===== config.mk =====
export PLATFORM = sky130hd
export DESIGN_NAME = nixie_capture
export DESIGN_NICKNAME = d
export VERILOG_FILES = /design/src/rtl/nixie_pkg.sv /design/src/rtl/nixie_seg_decode.sv /design/src/rtl/nixie_capture.sv
export SDC_FILE = /design/constraint.sdc
export NUM_CORES = 1
export LEC_CHECK = 0
export CORE_MARGIN = 2
export CORE_UTILIZATION = 57
export DETAILED_ROUTE_END_ITERATION = 10
export PLACE_DENSITY_LB_ADDON = 0.2
export SYNTH_ARGS = -nofsm -noshare
export SYNTH_HDL_FRONTEND = slang
export SYNTH_HIERARCHICAL = 1
export SYNTH_SLANG_ARGS = --single-unit

===== constraint.sdc =====
create_clock -name HCLK -period 3.8 [get_ports HCLK]
set_input_delay 0.76 -clock HCLK [delete_from_list [all_inputs] [get_ports HCLK]]
set_output_delay 0.76 -clock HCLK [all_outputs]
set_load 0.02 [all_outputs]

===== src/rtl/nixie_pkg.sv =====
// Shared constants for the seven-segment read-back path: active-low glyphs,
// frame geometry and the capture FSM state type.
package nixie_pkg;
  localparam int DIGITS  = 4;
  localparam int FIELD_W = 5;

  // {g,f,e,d,c,b,a}, active-low
  localparam logic [6:0] SEG_0 = 7'h40;
  localparam logic [6:0] SEG_1 = 7'h79;
  localparam logic [6:0] SEG_2 = 7'h24;
  localparam logic [6:0] SEG_3 = 7'h30;
  localparam logic [6:0] SEG_4 = 7'h19;
  localparam logic [6:0] SEG_5 = 7'h12;
  localparam logic [6:0] SEG_6 = 7'h02;
  localparam logic [6:0] SEG_7 = 7'h78;
  localparam logic [6:0] SEG_8 = 7'h00;
  localparam logic [6:0] SEG_9 = 7'h10;
  localparam logic [6:0] SEG_A = 7'h08;
  localparam logic [6:0] SEG_B = 7'h03;
  localparam logic [6:0] SEG_C = 7'h46;
  localparam logic [6:0] SEG_D = 7'h21;
  localparam logic [6:0] SEG_E = 7'h06;
  localparam logic [6:0] SEG_F = 7'h0E;

  typedef enum logic {IDLE, COLLECT} state_e;
endpackage


===== src/rtl/nixie_seg_decode.sv =====
// Active-low segment pattern to hex nibble; ok_o low for any non-glyph pattern.
module nixie_seg_decode
  import nixie_pkg::*;
(
  input  logic [6:0] seg_i,
  output logic       ok_o,
  output logic [3:0] nib_o
);
  always_comb begin
    ok_o  = 1'b1;
    nib_o = 4'h0;
    case (seg_i)
      SEG_0:   nib_o = 4'h0;
      SEG_1:   nib_o = 4'h1;
      SEG_2:   nib_o = 4'h2;
      SEG_3:   nib_o = 4'h3;
      SEG_4:   nib_o = 4'h4;
      SEG_5:   nib_o = 4'h5;
      SEG_6:   nib_o = 4'h6;
      SEG_7:   nib_o = 4'h7;
      SEG_8:   nib_o = 4'h8;
      SEG_9:   nib_o = 4'h9;
      SEG_A:   nib_o = 4'hA;
      SEG_B:   nib_o = 4'hB;
      SEG_C:   nib_o = 4'hC;
      SEG_D:   nib_o = 4'hD;
      SEG_E:   nib_o = 4'hE;
      SEG_F:   nib_o = 4'hF;
      default: ok_o  = 1'b0;
    endcase
  end
endmodule


===== src/rtl/nixie_capture.sv =====
// Samples a scanned 4-digit seven-segment display and rebuilds its DATA word.
// Define NIXIE_CAPTURE_CHANGE_ONLY_EN to suppress valid for repeated frames.
module nixie_capture
  import nixie_pkg::*;
#(
  parameter int STABLE_CYCLES = 16,
  parameter int FRAME_TIMEOUT = 1048576,
  parameter int TMR_W         = 21
) (
  input  logic        HCLK,
  input  logic        HRESET,
  input  logic        en,
  input  logic [6:0]  seg,
  input  logic [3:0]  an,
  input  logic        dp,
  output logic [31:0] DATA_OUT,
  output logic        valid,
  output logic        frame_err,
  output logic        busy
);
  localparam int CNT_W = (STABLE_CYCLES > 2) ? $clog2(STABLE_CYCLES) : 1;

  logic [11:0] sync1_q, sync2_q, prev_q;
  logic [CNT_W-1:0] cnt_q, cnt_d;
  logic [TMR_W-1:0] tmr_q;
  state_e state_q;
  logic [DIGITS-1:0] seen_q, bad_q;
  logic [DIGITS-1:0][FIELD_W-1:0] slot_q;
  logic [31:0] data_q, frame_d;
  logic valid_q, err_q;
  logic changed, sel_ok, cap, done, tout, dec_ok, pulse_ok;
  logic [1:0] sel_k;
  logic [3:0] dec_nib;
`ifdef NIXIE_CAPTURE_CHANGE_ONLY_EN
  logic shown_q;
`endif

  // synchronized fields: {seg[6:0], an[3:0], dp}
  nixie_seg_decode u_dec (.seg_i(sync2_q[11:5]), .ok_o(dec_ok), .nib_o(dec_nib));

  always_comb begin
    sel_ok = 1'b1;
    sel_k  = 2'd0;
    case (sync2_q[4:1])
      4'b1110: sel_k = 2'd0;
      4'b1101: sel_k = 2'd1;
      4'b1011: sel_k = 2'd2;
      4'b0111: sel_k = 2'd3;
      default: sel_ok = 1'b0;
    endcase
  end

  assign changed = (sync2_q != prev_q);
  assign cnt_d   = changed ? '0 :
                   (cnt_q == CNT_W'(STABLE_CYCLES-1)) ? cnt_q : cnt_q + 1'b1;
  // fires on the edge where the counter steps into STABLE_CYCLES-1, once per dwell
  assign cap     = (state_q == COLLECT) && en && sel_ok && !changed &&
                   (cnt_q == CNT_W'(STABLE_CYCLES-2));
  assign done    = (seen_q == '1);
  assign tout    = (seen_q != '0) && (tmr_q == TMR_W'(FRAME_TIMEOUT-1));
  assign frame_d = {12'h0, slot_q};

`ifdef NIXIE_CAPTURE_CHANGE_ONLY_EN
  assign pulse_ok = !shown_q || (frame_d != data_q);
`else
  assign pulse_ok = 1'b1;
`endif

  always_ff @(posedge HCLK) begin
    if (HRESET) begin
      sync1_q <= '0;
      sync2_q <= '0;
      prev_q  <= '0;
      cnt_q   <= '0;
      tmr_q   <= '0;
      state_q <= IDLE;
      seen_q  <= '0;
      bad_q   <= '0;
      slot_q  <= '0;
      data_q  <= '0;
      valid_q <= 1'b0;
      err_q   <= 1'b0;
`ifdef NIXIE_CAPTURE_CHANGE_ONLY_EN
      shown_q <= 1'b0;
`endif
    end else begin
      sync1_q <= {seg, an, dp};
      sync2_q <= sync1_q;
      prev_q  <= sync2_q;
      cnt_q   <= cnt_d;
      valid_q <= 1'b0;
      err_q   <= 1'b0;
      case (state_q)
        IDLE: if (en) state_q <= COLLECT;
        COLLECT: begin
          if (!en) begin
            state_q <= IDLE;
            seen_q  <= '0;
            bad_q   <= '0;
            tmr_q   <= '0;
          end else begin
            if (done) begin
              if (bad_q == '0) begin
                data_q  <= frame_d;
                valid_q <= pulse_ok;
`ifdef NIXIE_CAPTURE_CHANGE_ONLY_EN
                shown_q <= 1'b1;
`endif
              end else begin
                err_q <= 1'b1;
              end
              seen_q <= '0;
              bad_q  <= '0;
              tmr_q  <= '0;
            end else if (tout) begin
              err_q  <= 1'b1;
              seen_q <= '0;
              bad_q  <= '0;
              tmr_q  <= '0;
            end else if (seen_q != '0) begin
              tmr_q <= tmr_q + 1'b1;
            end
            // a capture on a clearing edge starts the next frame
            if (cap) begin
              seen_q[sel_k] <= 1'b1;
              bad_q[sel_k]  <= !dec_ok;
              slot_q[sel_k] <= {~sync2_q[0], dec_nib};
            end
          end
        end
        default: state_q <= IDLE;
      endcase
    end
  end

  assign DATA_OUT  = data_q;
  assign valid     = valid_q;
  assign frame_err = err_q;
  assign busy      = (seen_q != '0);
endmodule


==> run metrics <==
status finished, final reports clean; Area contributors post-synth dfxtp_1 48%, nor2b_1 4.8%, nand2_1 4.7%; Final Critical Period 2820 ps; Yosys top cell by area dfxtp_1; clock slew at reported path FFs 110 ps; crit-path max FO 4; Worst Path Buf+Inv 2; Worst EP required 3040 ps; DIE HEIGHT ~95 um; vias in the first global route 3243; EDFF count, synth 0; Max Cap Viol 0; # diodes 0; RSZ-0062 raised after global routing no; Finish-stage setup viols 0; drt pass-1 iters 5; CTS H-tree depth 3; Max Slew Vio Count 0; top-count cell post-synth dfxtp_1; number of remaining DRC errors 0; global route total overflow 0; Initial Utilization 57.9%; hold worst-path end sync2_q[1]; Longest Clk Path Bufs 2; post-CTS sizing 0; Iteration-0 DRC Markers between 300 and 400; fin nets 554; Hold Path Origin sync1_q[1]; largest delay contributor family on the critical path simple AND/OR/NAND/NOR gates; hold violation count in the final report 0; first-pass GRT wire length 14.9 mm; Power Density 391 mW/mm2; CP Class reg -> out; Distinct cells, synth 57; synthesis-to-finish area growth 11.9%; core area between 0.008 and 0.009 mm2; CP max-delay cell nor4_1; hold_buf cts 0; Post-CTS Setup Bufs 0; slowest stage delay, CP 700 ps; TritonCTS Sinks 112; wire per inst roughly 14 um; Setup TNS 0 ps; Die Wd 94.6 um; Final ANT Viol Nets 0; Avg Vias per Cell 5.52; post-synthesis average cell area 9.13 um2; crit share post-route 74.3%; Synth Warn # 6; VDD IR-drop max around 0.00025 V; Setup crit end kind output pin; Num CTS Buffers 9; Reg2Reg Capture Point bad_q[1]; insertion delay to the later sink of the worst-skew pair ~380 ps; Main synth FF type dfxtp_1; synthesized cell area 0.00468 mm2; post-synthesis async set-or-reset flop share 0%; final WL 8.97 mm; worst endpoint data arrival time 2060 ps; Seq cells post-synth 112; Slew @ Worst Pin 803 ps; Critical Path Start Type flip-flop; Tightest Hold Check Type reg -> reg; HPWL after DPL 6.13 mm; hold depth 1; Slew HR ~46%; CTS tree done; Synth top area share a little under half; Design Area, Final ~0.0052 mm2; worst r2r src sync2_q[5]; ratio of cells with drive above 1 in the final layout around 5.5%; die area 0.00896 mm2; I/O pins 50; LEAKAGE 1.95 nW; critical path cell sequence nor4_1, inv_1, clkdlybuf4s50_1; GR Util All Layers 21.2%; register area share after synthesis between 40% and 50%; DP Area 0.00504 mm2; post-synthesis cell count roughly 510; Final Skew 19.3 ps; Worst R2R Setup Slack 1330 ps; via count 3563; commonest cells in the netlist 112 x dfxtp_1, 59 x nand2_1, 55 x nor2_1; initial antenna violation count 0; port bufs 37; Root Buffer Master clkbuf_8; Final GP Congestion about 0.92; cell row count 33; largest net degree at the start of global routing 53; FMAX approximately 0.35 GHz; R2R depth 7
## cells by family (layout without fill, tap and decap cells)
family | Yosys count | after routing | synth area share [%]
muxes | 21 | 21 | 4.49
AOI/OAI and AO/OA | 56 | 56 | 7.94
DFF | 112 | 112 | 47.9
xor gates and xnor gates | 32 | 32 | 5.98
buffers and inverters | 49 | 66 | 5.34
other | 1 | 12 | 0.0801
adders and majority gates | 3 | 3 | 0.802
and+or+nand+nor | 239 | 239 | 27.5
## final cells by class
cell class | count | area (um2)
fill | 701 | 2850
sequential | 112 | 2240
multi-input combinational | 363 | 2240
timing repair buffer | 41 | 395
tap | 105 | 131
clock buffer | 9 | 124
clock inverter | 7 | 78.8
inverter | 9 | 33.8
## stage by stage
step           instances  hold slack, ps  worst slack [ps]  util [%]  total power [W]
2_1_floorplan        524             414              1920         -          0.00134
3_3_place_gp         630             423              1180      62.3          0.00136
3_5_place_dp         630             425              1120      62.3          0.00136
4_1_cts              646             454               915      64.8          0.00207
5_1_grt              646             468               828      64.8          0.00213
6_report             646             449               977      64.8          0.00205
## state kept, by name, indices dropped and copies added, names as in the netlist, 4 cells and up
| name | count |
|---|---|
| sync2_q | 12 |
| DATA_OUT | 20 |
| sync1_q | 12 |
| prev_q | 12 |
| bad_q | 4 |
| tmr_q | 21 |
| seen_q | 4 |
| frame_d | 20 |
| cnt_q | 4 |
## placed cells by master (no fill, tap or decap), drive strengths merged, types with 6 or more instances in the layout
cell,n
dfxtp,112
nand2,59
nor2,55
nor2b,36
clkdlybuf4s50,36
a21oi,27
xor2,25
mux2i,21
nand3,18
nand4,15
inv,15
conb,12
nor3,11
clkbuf,9
o21ai,8
nor4,8
xnor2,7
and3,6
and4,6
## worst max-delay path by stage
stage	slack [ps]	to	from	cells after the start
after CTS	910	busy	seen_q[0]	3
final	980	busy	seen_q[0]	3
after detailed placement	1120	bad_q[0]	en	6
after floorplan	1920	bad_q[0]	en	5
after global routing	830	busy	seen_q[0]	3
after global placement	1180	bad_q[0]	en	6
## power breakdown
group / leakage [nW] / total (W) / switching [W] / internal (W)
clock: 0.105 / 0.000708 / 0.000441 / 0.000267
sequential: 0.909 / 0.00121 / 0.0000207 / 0.00119
combinational: 0.940 / 0.000127 / 0.0000785 / 0.0000490
total: 1.95 / 0.00205 / 0.000540 / 0.00151
## per-layer routing
metal	up-vias	wire length, um	global-route usage [%]	share of wire, %
li1	1783	-	-	-
met2	89	4220	33.5	47
met4	0	132	7.00	1.5
met3	12	384	5.67	4.3
met5	-	0	0	0
met1	1679	4230	28.3	47
## worst reg2reg max path: stages, from the launching register on
cell	delay, ps
dfxtp_1	680
nor4_1	160
and4bb_1	250
a211oi_1	360
nand4_1	320
nor3_1	420
nand3b_1	120
nand3_1	100
(Power assumes the default switching activity.)
